File: src/rtl/bi_test_controller_pkg.sv
// Shared types and constants for the bus-invert test controller slice:
// FSM state encoding, default sizing and valid-pipe stage indices.
package bi_test_pkg;

  typedef enum logic [1:0] {
    IDLE   = 2'd0,
    RUN    = 2'd1,
    DRAIN  = 2'd2,
    FINISH = 2'd3
  } state_t;

  localparam int NUM_WORDS_DEF = 2000;
  localparam int CNT_W_DEF     = 11;
  localparam int STAGES_DEF    = 4;

  localparam int STG_ENC = 0;
  localparam int STG_BUS = 1;
  localparam int STG_DEC = 2;

  // The compare stage is always the last valid bit, whatever the depth.
  function automatic int stg_cmp(input int stages);
    return stages - 1;
  endfunction

endpackage

File: src/rtl/bi_test_controller_if.sv
// Control/status bundle between the test controller (master) and the
// bus-invert datapath plus its stimulus source (slave).
interface bi_test_controller_if
  import bi_test_pkg::*;
#(
  parameter int CNT_W = CNT_W_DEF
);
  logic             start;
  logic             inject_err;
  logic             isequal;
  logic             en_gen_data;
  logic             en_gen_err;
  logic             en_enc;
  logic             en_bus;
  logic             en_trans_count;
  logic             en_dec;
  logic             en_k_comp;
  logic             done;
  logic             busy;
  logic [CNT_W-1:0] err_count;
  logic             pass;

  modport master (
    input  start, inject_err, isequal,
    output en_gen_data, en_gen_err, en_enc, en_bus, en_trans_count,
           en_dec, en_k_comp, done, busy, err_count, pass
  );

  modport slave (
    output start, inject_err, isequal,
    input  en_gen_data, en_gen_err, en_enc, en_bus, en_trans_count,
           en_dec, en_k_comp, done, busy, err_count, pass
  );
endinterface

File: src/rtl/bi_test_controller_valid_pipe.sv
// Valid shift register tracking which datapath stages hold a live word;
// bit 0 follows the issue strobe and each bit feeds the next.
module bi_stage_valid_pipe #(
  parameter int STAGES = 4
) (
  input  logic              clk,
  input  logic              rst,
  input  logic              in_valid,
  output logic [STAGES-1:0] v,
  output logic              any_valid
);

  // NOTE: sequential state uses non-blocking assignments so every stage
  // samples its neighbour's pre-edge value, giving a true shift.
  always_ff @(posedge clk or posedge rst) begin
    if (rst) v <= '0;
    else     v <= {v[STAGES-2:0], in_valid};
  end

  assign any_valid = |v;

endmodule

File: src/rtl/bi_test_controller.sv
// Run controller for the bus-invert datapath: issues NUM_WORDS words,
// sequences stage enables through the valid pipe, and tallies mismatches.
module bi_test_controller
  import bi_test_pkg::*;
#(
  parameter int NUM_WORDS = NUM_WORDS_DEF,
  parameter int CNT_W     = CNT_W_DEF,
  parameter int STAGES    = STAGES_DEF
) (
  input logic                  clk,
  input logic                  rst,
  bi_test_controller_if.master bus
);

  localparam int               STG_CMP = stg_cmp(STAGES);
  localparam logic [CNT_W-1:0] LAST    = CNT_W'(NUM_WORDS - 1);
  localparam logic [CNT_W-1:0] CNT_MAX = '1;

  state_t            state, next_state;
  logic [CNT_W-1:0]  issued, err_count;
  logic              issue, busy_q, done_q, pass_q, err_mode;
  logic              issue_d, busy_d, done_d, pass_d;
  logic              start_run;
  logic [STAGES-1:0] v;
  logic              any_valid;

  assign start_run = bus.start && (state == IDLE || state == FINISH);

  always_ff @(posedge clk or posedge rst) begin
    if (rst) state <= IDLE;
    else     state <= next_state;
  end

  // NOTE: every variable written here gets a default first, so no path
  // can leave it unassigned and infer a latch.
  always_comb begin
    next_state = state;
    case (state)
      IDLE, FINISH: if (start_run)       next_state = RUN;
      RUN:          if (issued == LAST)  next_state = DRAIN;
      DRAIN:        if (!any_valid)      next_state = FINISH;
      default:                           next_state = IDLE;
    endcase
  end

  // Outputs are decoded from next_state and registered, so each lands in
  // the same cycle as the state it belongs to.
  always_comb begin
    issue_d = (next_state == RUN);
    busy_d  = (next_state == RUN) || (next_state == DRAIN);
    done_d  = (state == DRAIN) && (next_state == FINISH);
    pass_d  = (next_state == FINISH) && (err_count == '0);
  end

  always_ff @(posedge clk or posedge rst) begin
    if (rst) begin
      issue     <= 1'b0;
      busy_q    <= 1'b0;
      done_q    <= 1'b0;
      pass_q    <= 1'b0;
      err_mode  <= 1'b0;
      issued    <= '0;
      err_count <= '0;
    end else begin
      issue  <= issue_d;
      busy_q <= busy_d;
      done_q <= done_d;
      pass_q <= pass_d;
      if (start_run) begin
        issued    <= '0;
        err_count <= '0;
        err_mode  <= bus.inject_err;
      end else begin
        if (state == RUN) issued <= issued + 1'b1;
        if (v[STG_CMP] && !bus.isequal && err_count != CNT_MAX)
          err_count <= err_count + 1'b1;
      end
    end
  end

  bi_stage_valid_pipe #(.STAGES(STAGES)) u_valid_pipe (
    .clk       (clk),
    .rst       (rst),
    .in_valid  (issue),
    .v         (v),
    .any_valid (any_valid)
  );

  assign bus.en_gen_data    = issue;
  assign bus.en_enc         = v[STG_ENC];
  assign bus.en_bus         = v[STG_BUS];
  assign bus.en_trans_count = v[STG_BUS];
  assign bus.en_dec         = v[STG_DEC];
  assign bus.en_k_comp      = v[STG_CMP];
  assign bus.en_gen_err     = v[STG_BUS] & err_mode;
  assign bus.done           = done_q;
  assign bus.busy           = busy_q;
  assign bus.err_count      = err_count;
  assign bus.pass           = pass_q;

endmodule
File: src/flat_wrapper.sv
// flat-port wrapper written by rule: the top's interface ports become plain ports
module bi_test_controller_flat import bi_test_pkg::*;
#(
  parameter int NUM_WORDS = NUM_WORDS_DEF,
  parameter int CNT_W     = CNT_W_DEF,
  parameter int STAGES    = STAGES_DEF
)
  (clk, rst, bus_start, bus_inject_err, bus_isequal, bus_en_gen_data, bus_en_gen_err, bus_en_enc, bus_en_bus, bus_en_trans_count, bus_en_dec, bus_en_k_comp, bus_done, bus_busy, bus_err_count, bus_pass);
  bi_test_controller_if #(.CNT_W(CNT_W)) bus_i ();
  input logic clk;
  input logic rst;
  input wire logic [$bits(bus_i.start)-1:0] bus_start;
  input wire logic [$bits(bus_i.inject_err)-1:0] bus_inject_err;
  input wire logic [$bits(bus_i.isequal)-1:0] bus_isequal;
  output wire logic [$bits(bus_i.en_gen_data)-1:0] bus_en_gen_data;
  output wire logic [$bits(bus_i.en_gen_err)-1:0] bus_en_gen_err;
  output wire logic [$bits(bus_i.en_enc)-1:0] bus_en_enc;
  output wire logic [$bits(bus_i.en_bus)-1:0] bus_en_bus;
  output wire logic [$bits(bus_i.en_trans_count)-1:0] bus_en_trans_count;
  output wire logic [$bits(bus_i.en_dec)-1:0] bus_en_dec;
  output wire logic [$bits(bus_i.en_k_comp)-1:0] bus_en_k_comp;
  output wire logic [$bits(bus_i.done)-1:0] bus_done;
  output wire logic [$bits(bus_i.busy)-1:0] bus_busy;
  output wire logic [$bits(bus_i.err_count)-1:0] bus_err_count;
  output wire logic [$bits(bus_i.pass)-1:0] bus_pass;
  assign bus_i.start = bus_start;
  assign bus_i.inject_err = bus_inject_err;
  assign bus_i.isequal = bus_isequal;
  assign bus_en_gen_data = bus_i.en_gen_data;
  assign bus_en_gen_err = bus_i.en_gen_err;
  assign bus_en_enc = bus_i.en_enc;
  assign bus_en_bus = bus_i.en_bus;
  assign bus_en_trans_count = bus_i.en_trans_count;
  assign bus_en_dec = bus_i.en_dec;
  assign bus_en_k_comp = bus_i.en_k_comp;
  assign bus_done = bus_i.done;
  assign bus_busy = bus_i.busy;
  assign bus_err_count = bus_i.err_count;
  assign bus_pass = bus_i.pass;
  bi_test_controller #(.NUM_WORDS(NUM_WORDS), .CNT_W(CNT_W), .STAGES(STAGES)) u_core (.clk(clk), .rst(rst), .bus(bus_i));
endmodule
File: config.mk
export PLATFORM = sky130hd
export DESIGN_NAME = bi_test_controller_flat
export DESIGN_NICKNAME = d
export VERILOG_FILES = /design/src/rtl/bi_test_controller_pkg.sv /design/src/rtl/bi_test_controller_if.sv /design/src/rtl/bi_test_controller_valid_pipe.sv /design/src/rtl/bi_test_controller.sv /design/src/flat_wrapper.sv
export SDC_FILE = /design/constraint.sdc
export NUM_CORES = 1
export LEC_CHECK = 0
export CORE_MARGIN = 3
export CORE_UTILIZATION = 35
export CTS_BUF_LIST = sky130_fd_sc_hd__clkbuf_8 sky130_fd_sc_hd__clkbuf_16
export CTS_CLUSTER_SIZE = 12
export DETAILED_ROUTE_END_ITERATION = 8
export GPL_TIMING_DRIVEN = 0
export SLEW_MARGIN = 20
export SYNTH_ARGS = -nofsm -noshare
export SYNTH_HDL_FRONTEND = slang
export SYNTH_HIERARCHICAL = 1
export SYNTH_SLANG_ARGS = --single-unit
File: constraint.sdc
create_clock -name clk -period 2.7 [get_ports clk]
set_input_delay 0.54 -clock clk [delete_from_list [all_inputs] [get_ports clk]]
set_output_delay 0.54 -clock clk [all_outputs]
set_load 0.02 [all_outputs]
==> results.py, run 1 <==
metrics = {
    "outcome": {
        "status": "finished clean",
    },
    "power_and_ir_drop": {
        "p_leak_nw": 0.889,
        "p_per_area_nw_per_um2": 646,
        "peakVddDrop_uv": 350,
    },
    "logic_synthesis": {
        "synthSimpleGateAreaFrac": 0.236,
        "ys_seq_area_frac": 0.506,
        "yosys.area.top_type": "dfrtp_1",
        "synth_area_leaders": "dfrtp_1 51%, ha_1 5.4%, nand2_1 3.9%",
        "synth_nets": 171,
        "syn_area_sq_um": 1630,
        "syn_inst": 159,
        "synthMuxAreaShare": 0.00613,
        "synth_top_family_by_area": "simple AND/OR/NAND/NOR gates",
        "synth_xor_area_frac": 0.0537,
        "ys_seq_elements": 33,
        "syn_avg_cell_area_sq_um": 10.3,
        "synth_compound_area_frac": 0.107,
        "synth_top_area_frac": 0.506,
        "synth_fa_ha_area_frac": 0.0537,
        "yosys_warnings": 6,
        "synth.distinct_cells": 33,
    },
    "global_routing": {
        "grt_overflow_total": 0,
        "antenna_found_initial": 0,
        "grt_max_degree": 30,
        "grt_pass1_vias": 1266,
        "grt_usage": 0.148,
        "grt_pass1_wl_mm": 6.20,
    },
    "die": {
        "die_h_um": 74.3,
        "die_w_um": 74.3,
        "die-area_sq_um": 5520,
        "coreArea_sq_um": 4410,
        "start_util": 0.370,
        "boundaryPins": 26,
        "rows": 24,
    },
    "clock_network": {
        "htreeDepth": 2,
        "holdBufCountCts": 0,
        "cts_tree": "done",
        "root_buffer": "clkbuf_8",
        "cts_sinks": 33,
        "clk_latency_ns": 0.29,
        "post_cts_resized": 0,
        "clkTransAtPathRegs_ns": 0.07,
        "post_cts_buffers": 0,
        "cts_buffers": 5,
        "cts_buffer_depth": 2,
    },
    "timing": {
        "fmax_mhz": 448,
        "grt_setup_unrepaired": "false",
        "fin_worst_skew_ns": 0.00557,
        "tns_ns": 0,
        "maxSlewViolCount": 0,
        "worstMarginPinSlew_ns": 0.607,
        "hold_violations": 0,
        "finalSetupViolCount": 0,
        "min_period_ns": 2.23,
        "relSlewSlack": 0.595,
        "fin_crit_sh": 0.826,
    },
    "routing": {
        "first_pass_iters": 4,
        "wl_per_cell_um": 14.4,
        "drc": 0,
        "drtAntennaViolNets": 0,
        "drt-vias-per-instance": 5.22,
        "vias": 1268,
        "drt_iter0_drc": 70,
        "wl_mm": 3.51,
    },
    "layout": {
        "fillers": 407,
        "nets": 203,
        "finish.utilization": 0.461,
        "layout-drive-gt1-share": 0.0733,
        "antenna_cells": 0,
        "synthToLayoutAreaGrowth_pct": 24.6,
    },
    "placed_design": {
        "numPortBuffers": 25,
        "gp_routability_congestion": 0.794,
        "hpwlAfterDp_mm": 2.55,
    },
    "hold_path": {
        "min_path_type": "reg2reg",
    },
    "critical_path": {
        "worst-r2r-setup-slack_ns": 0.47,
        "start_kind": "flip-flop",
        "cp.arrival_ns": 2.42,
        "path_max_fanout": 5,
        "crit_path_end_kind": "flip-flop",
        "critPathRequiredTime_ns": 2.89,
        "worstSetupPathType": "reg2reg",
    },
    "run": {
        "max_cap_viol_count": 0,
    },
}
kinds of logic after synthesis:
logic type | count (synthesis)
flops | 33
mux | 1
fa+ha+maj | 7
compound gates | 25
buf+inv | 15
xor+xnor | 10
simple gates | 68
layout by cell type, fill, tap and decap left out, types with 6 or more instances in the layout:
cell             netlist  final
clkdlybuf4s50_1        0     25
xor2_1                 6      6
inv_1                 11     11
ha_1                   7      7
clkbuf_8               0      6
o21ai_0                7      7
nand4_1                6      6
nand2_1               17     17
a21oi_1                8      8
dfrtp_1               33     33
nor2_1                13     13
synth_stat cells, drive strengths merged:
cell type	number
dfrtp	33
nand2	17
nor2	13
inv	11
a21oi	8
ha	7
nand4	7
o21ai	7
xor2	6
and3	5
o31ai	5
or4	5
nand3	4
nor3	4
or3	4
xnor2	4
and2	3
buf	2
clkbuf	2
nor4	2
nor4b	2
a211oi	1
mux2i	1
nand3b	1
nor2b	1
o21a	1
o221ai	1
o311a	1
o41ai	1
worst max-delay path, cell delays in order (launching register included):
cell and delay [ns]:
dfrtp_1 0.41, or4_1 0.54, inv_1 0.06, o21ai_0 0.06, o221ai_1 0.28, ha_1 0.28, nor4b_1 0.24, nand2_1 0.09
nor4_1 0.17
flip-flops by register name (all words and copies together), names as in the netlist:
name	flops
u_core/bus.busy	1
u_core/u_valid_pipe/v	4
u_core/issued	11
u_core/bus.pass	1
u_core/state	2
u_core/bus.en_gen_data	1
u_core/bus.err_count	11
u_core/bus.done	1
u_core/err_mode	1
layer usage:
layer / vias to the layer above / routed length [um] / track usage / part of all wire
met5: - / 0 / 0 / 0
met4: 0 / 65 / 0.0711 / 0.019
met3: 7 / 150 / 0.0338 / 0.043
met2: 22 / 1710 / 0.243 / 0.49
met1: 617 / 1590 / 0.185 / 0.45
li1: 622 / - / - / -
per-stage QoR:
stage                     setup WS [ns]  std cells  power, mW  hold slack, ns  area [sq um]
after floorplan                   0.648        159      0.804           0.306          1630
after global placement            0.484        236      0.943           0.364          1950
after detailed placement          0.460        236      0.957           0.373          1950
after CTS                         0.453        243       1.33           0.388          2030
after global routing              0.235        243       1.39           0.400          2030
final                             0.470        243       1.31           0.383          2030
final cells by class:
type                       count  area (sq um)  share of cell area
buffer                         4          20.0             0.00985
clock buffer                   6          82.6              0.0406
clock inverter                 1          3.75             0.00185
inverter                      11          41.3              0.0203
multi-input combinational    111           744               0.366
sequential                    33           826               0.406
tap                           52          65.1              0.0320
timing repair buffer          25           250               0.123
report_power, final:
group / switching (mW) / internal [mW]
Sequential: 0.0815 / 0.541
Clock: 0.170 / 0.198
Combinational: 0.175 / 0.146
Total: 0.427 / 0.886
final timing paths:
kind / startpoint / endpoint / depth (start not counted)
max: u_core/u_valid_pipe/v[1] / u_core/bus.pass / 8
min: u_core/bus.en_gen_data / u_core/u_valid_pipe/v[0] / 0
max reg2reg: u_core/u_valid_pipe/v[1] / u_core/bus.pass / 8
min reg2reg: u_core/bus.en_gen_data / u_core/u_valid_pipe/v[0] / 0
max in group asynchronous: rst / u_core/issued[2] / 2
min in group asynchronous: rst / u_core/u_valid_pipe/v[0] / 2
Note: power is estimated with default switching activity, not from simulation.
==> run 2: changes to the inputs <==
- clock period: 2.7 -> 2.3 ns (I/O delays scaled with it)
==> results.py, run 2 (synthesized netlist as in run 1, its figures left out) <==
metrics = {
    "outcome": {
        "status": "finished clean",
    },
    "layout": {
        "fin_cells": 243,
        "final_common_cell": "dfrtp_1",
        "finish.utilization": 0.465,
        "fillers": 408,
        "most-common-layout-cells": "33 x dfrtp_1, 25 x clkdlybuf4s50_1, 17 x nand2_1",
        "nets": 203,
        "antenna_cells": 0,
        "synthToLayoutAreaGrowth_pct": 25.8,
        "layout-drive-gt1-share": 0.0890,
        "reg.largest.list": "u_core/bus.err_count (11), u_core/issued (11), u_core/u_valid_pipe/v (4)",
    },
    "routing": {
        "drt-vias-per-instance": 5.23,
        "wl_mm": 3.57,
        "wl_per_cell_um": 14.7,
        "vias": 1272,
        "drt_iter0_drc": 78,
        "drtAntennaViolNets": 0,
        "drc": 0,
        "first_pass_iters": 4,
    },
    "hold_path": {
        "min_path_type": "reg2reg",
    },
    "global_routing": {
        "antenna_found_initial": 0,
        "grt_pass1_wl_mm": 6.20,
        "grt_pass1_vias": 1266,
        "grt_usage": 0.148,
        "grt_max_degree": 30,
        "grt_overflow_total": 0,
    },
    "critical_path": {
        "cpMaxStageDelayCell": "or4_1",
        "crit_family": "simple AND/OR/NAND/NOR gates",
        "start_kind": "flip-flop",
        "slowest_delay_ns": 0.55,
        "critPathRequiredTime_ns": 2.49,
        "path_max_fanout": 5,
        "crit_path_end_kind": "flip-flop",
        "path_cells": "or4_1, inv_1, o21ai_0, o221ai_2, ha_1, nor4b_2, nand2_1, nor4_1",
        "path_buf_inv": 1,
        "worstSetupPathType": "reg2reg",
        "cp.arrival_ns": 2.32,
    },
    "timing": {
        "holdWs_ns": 0.384,
        "fin_worst_skew_ns": 0.00497,
        "hold_violations": 0,
        "min_period_ns": 2.13,
        "worstMarginPinSlew_ns": 0.606,
        "relSlewSlack": 0.595,
        "fin_crit_sh": 0.928,
        "fmax_mhz": 469,
        "finalSetupViolCount": 0,
        "maxSlewViolCount": 0,
    },
    "clock_network": {
        "clk_latency_ns": 0.29,
        "htreeDepth": 2,
        "root_buffer": "clkbuf_8",
        "cts_buffers": 5,
        "cts_sinks": 33,
        "cts_buffer_depth": 2,
        "cts_tree": "done",
        "clkTransAtPathRegs_ns": 0.07,
    },
    "die": {
        "rows": 24,
        "start_util": 0.370,
        "die_w_um": 74.3,
        "die_h_um": 74.3,
        "die-area_sq_um": 5520,
        "coreArea_sq_um": 4410,
        "boundaryPins": 26,
    },
    "placed_design": {
        "dp_cells": 236,
        "gp_routability_congestion": 0.794,
        "hpwlAfterDp_mm": 2.55,
        "numPortBuffers": 25,
    },
    "power_and_ir_drop": {
        "p_per_area_nw_per_um2": 753,
        "p_total_mw": 1.54,
        "peakVddDrop_uv": 412,
        "p_leak_nw": 0.892,
    },
    "run": {
        "max_cap_viol_count": 0,
    },
}
[run 2: layout make-up]
type / count / area [sq um] / share of cell area
Buffer: 4 / 20.0 / 0.00976
Multi-Input combinational cell: 111 / 763 / 0.372
Timing Repair Buffer: 25 / 250 / 0.122
Clock inverter: 1 / 3.75 / 0.00183
Sequential cell: 33 / 826 / 0.402
Clock buffer: 6 / 82.6 / 0.0402
Tap cell: 52 / 65.1 / 0.0317
Inverter: 11 / 41.3 / 0.0201
[run 2: stage by stage]
stage | setup slack (ns) | area, sq um | setup TNS [ns]
6_report | 0.166 | 2050 | 0
3_3_place_gp | 0.0840 | 1950 | 0
4_1_cts | 0.0534 | 2030 | 0
5_1_grt | -0.0202 | 2050 | -0.0202
3_5_place_dp | 0.0801 | 1950 | 0
2_1_floorplan | 0.248 | 1630 | 0
[run 2: repair_timing]
action	CTS	global route
resized for setup	0	3
endpoints found under the setup margin	0	1
setup buffers	0	0
hold buffers	0	0
endpoints found under the hold margin	0	0
[run 2: worst paths after layout]
path,startpoint,end,slack [ns],cells past startpoint
max,u_core/u_valid_pipe/v[1],u_core/bus.pass,0.17,8
min,u_core/bus.en_gen_data,u_core/u_valid_pipe/v[0],0.38,0
max reg2reg,u_core/u_valid_pipe/v[1],u_core/bus.pass,0.17,8
min reg2reg,u_core/bus.en_gen_data,u_core/u_valid_pipe/v[0],0.38,0
max in group asynchronous,rst,u_core/issued[2],1.31,2
min in group asynchronous,rst,u_core/u_valid_pipe/v[0],0.42,2
[run 2: worst reg2reg max path, stage by stage, from the launching register on]
cell and delay (ns):
dfrtp_1 0.41, or4_1 0.55, inv_1 0.06, o21ai_0 0.08
o221ai_2 0.23, ha_1 0.25, nor4b_2 0.21, nand2_1 0.08
nor4_1 0.17
[run 2: power breakdown]
group	leakage (nW)	internal [mW]	switching [mW]
sequential	0.403	0.635	0.0980
clock	0.0485	0.233	0.200
combinational	0.440	0.172	0.206
total	0.892	1.04	0.504
[run 2: per-layer routing]
| metal | routed length (um) | global-route usage | vias to the layer above | part of all wire |
|---|---|---|---|---|
| met1 | 1600 | 0.185 | 622 | 0.45 |
| met3 | 145 | 0.0338 | 7 | 0.041 |
| li1 | - | - | 623 | - |
| met4 | 65 | 0.0711 | 0 | 0.018 |
| met2 | 1760 | 0.243 | 20 | 0.49 |
| met5 | 0 | 0 | - | 0 |
==> run 3: changes to the inputs <==
- CELL_PAD_IN_SITES_DETAIL_PLACEMENT: default -> 1
- CELL_PAD_IN_SITES_GLOBAL_PLACEMENT: default -> 1
- PLACE_DENSITY_LB_ADDON: default -> 0.1
- clock period: 2.3 -> 2.1 ns (I/O delays scaled with it)
==> results.py, run 3 (synthesized netlist as in run 1, its figures left out) <==
metrics = {
    "outcome": {
        "status": "finished clean",
    },
    "timing": {
        "min_period_ns": 2.04,
        "grt_setup_unrepaired": "true",
        "fin_worst_skew_ns": 0.00335,
        "tns_ns": 0,
        "maxSlewViolCount": 0,
        "hold_violations": 0,
        "relSlewSlack": 0.582,
        "finalSetupViolCount": 0,
        "worstMarginPinSlew_ns": 0.626,
        "fmax_mhz": 491,
        "holdWs_ns": 0.374,
        "fin_crit_sh": 0.970,
    },
    "global_routing": {
        "grt_pass1_vias": 1377,
        "antenna_found_initial": 0,
        "grt_max_degree": 30,
        "grt_overflow_total": 0,
        "grt_pass1_wl_mm": 7.03,
        "grt_usage": 0.173,
    },
    "routing": {
        "wl_mm": 4.17,
        "drt_iter0_drc": 61,
        "drtAntennaViolNets": 0,
        "wl_per_cell_um": 16.9,
        "vias": 1323,
        "first_pass_iters": 4,
        "drc": 0,
        "drt-vias-per-instance": 5.38,
    },
    "layout": {
        "nets": 206,
        "fin_cells": 246,
        "most-common-layout-cells": "33 x dfrtp_1, 25 x clkdlybuf4s50_1, 17 x nand2_1",
        "final_common_cell": "dfrtp_1",
        "reg.largest.list": "u_core/bus.err_count (11), u_core/issued (11), u_core/u_valid_pipe/v (4)",
        "layout-drive-gt1-share": 0.129,
        "antenna_cells": 0,
        "synthToLayoutAreaGrowth_pct": 29.0,
    },
    "power_and_ir_drop": {
        "p_total_mw": 1.70,
        "p_per_area_nw_per_um2": 808,
        "peakVddDrop_uv": 608,
        "p_leak_nw": 0.917,
    },
    "placed_design": {
        "gp_routability_congestion": 0.799,
        "dp_cells": 236,
        "numPortBuffers": 25,
        "hpwlAfterDp_mm": 2.98,
    },
    "die": {
        "die_w_um": 74.3,
        "coreArea_sq_um": 4410,
        "rows": 24,
        "start_util": 0.370,
        "die_h_um": 74.3,
        "boundaryPins": 26,
        "die-area_sq_um": 5520,
    },
    "clock_network": {
        "holdBufCountCts": 0,
        "cts_buffer_depth": 2,
        "cts_tree": "done",
        "cts_buffers": 5,
        "clk_latency_ns": 0.28,
        "cts_sinks": 33,
        "root_buffer": "clkbuf_8",
        "htreeDepth": 2,
        "clkTransAtPathRegs_ns": 0.06,
    },
    "critical_path": {
        "crit_path_end_kind": "flip-flop",
        "worst-r2r-setup-slack_ns": 0.06,
        "r2r_start": "u_core/u_valid_pipe/v[1]",
        "worstSetupPathType": "reg2reg",
        "cp.arrival_ns": 2.22,
        "critPathRequiredTime_ns": 2.28,
        "rr_worst_depth": 8,
        "start_kind": "flip-flop",
        "path_max_fanout": 2,
        "r2r-end": "u_core/bus.pass",
    },
    "run": {
        "max_cap_viol_count": 0,
    },
    "hold_path": {
        "min_path_type": "in2async",
    },
}
[run 3: how the worst max path moves through the flow]
stage                             startpoint               to  slack, ns  cells past startpoint
floorplan           u_core/u_valid_pipe/v[1]  u_core/bus.pass       0.05                      8
global placement    u_core/u_valid_pipe/v[1]  u_core/bus.pass      -0.19                      8
detailed placement  u_core/u_valid_pipe/v[1]  u_core/bus.pass      -0.22                      8
CTS                 u_core/u_valid_pipe/v[0]  u_core/bus.pass      -0.02                      8
global route        u_core/u_valid_pipe/v[1]  u_core/bus.pass      -0.03                      8
finish              u_core/u_valid_pipe/v[1]  u_core/bus.pass       0.06                      8
[run 3: layout make-up]
cell class                      instances  area [sq um]
Clock inverter                          1          3.75
Timing Repair Buffer                   28           273
Clock buffer                            6          82.6
Sequential cell                        33           826
Tap cell                               52          65.1
Fill cell                             482          2310
Multi-Input combinational cell        111           793
Inverter                               11          41.3
Buffer                                  4          20.0
[run 3: per-layer routing]
metal  share of wire  wire length, um  vias up  GRT usage
met5               0                0        -          0
met4           0.014               59        0     0.0534
met3           0.055              228        4     0.0486
met2            0.46             1930       32      0.264
met1            0.47             1950      652      0.240
li1                -                -      635          -
[run 3: timing repair]
item,CTS,global route
pin swaps,4,4
gates resized for setup,9,2
setup buffers,3,0
setup endpoints to repair,1,1
[run 3: through the flow]
| stage | setup WS [ns] | area [sq um] | utilization |
|---|---|---|---|
| detailed placement | -0.222 | 1950 | 0.441 |
| floorplan | 0.0483 | 1630 | - |
| finish | 0.0632 | 2100 | 0.477 |
| CTS | -0.0195 | 2090 | 0.474 |
| global placement | -0.185 | 1950 | 0.441 |
| global route | -0.0286 | 2100 | 0.477 |
[run 3: worst max-delay path, stage by stage, from the launching register on]
cell and delay, ns:
dfrtp_1 0.38, or4_4 0.54, inv_2 0.07, o21ai_2 0.05, o221ai_2 0.21, ha_2 0.24, nor4b_4 0.18, nand2_1 0.10
nor4_1 0.18
[run 3: power breakdown]
group | switching [mW] | internal [mW] | total [mW]
clock network | 0.213 | 0.255 | 0.467
logic | 0.229 | 0.189 | 0.418
registers | 0.120 | 0.696 | 0.816
total | 0.562 | 1.14 | 1.70
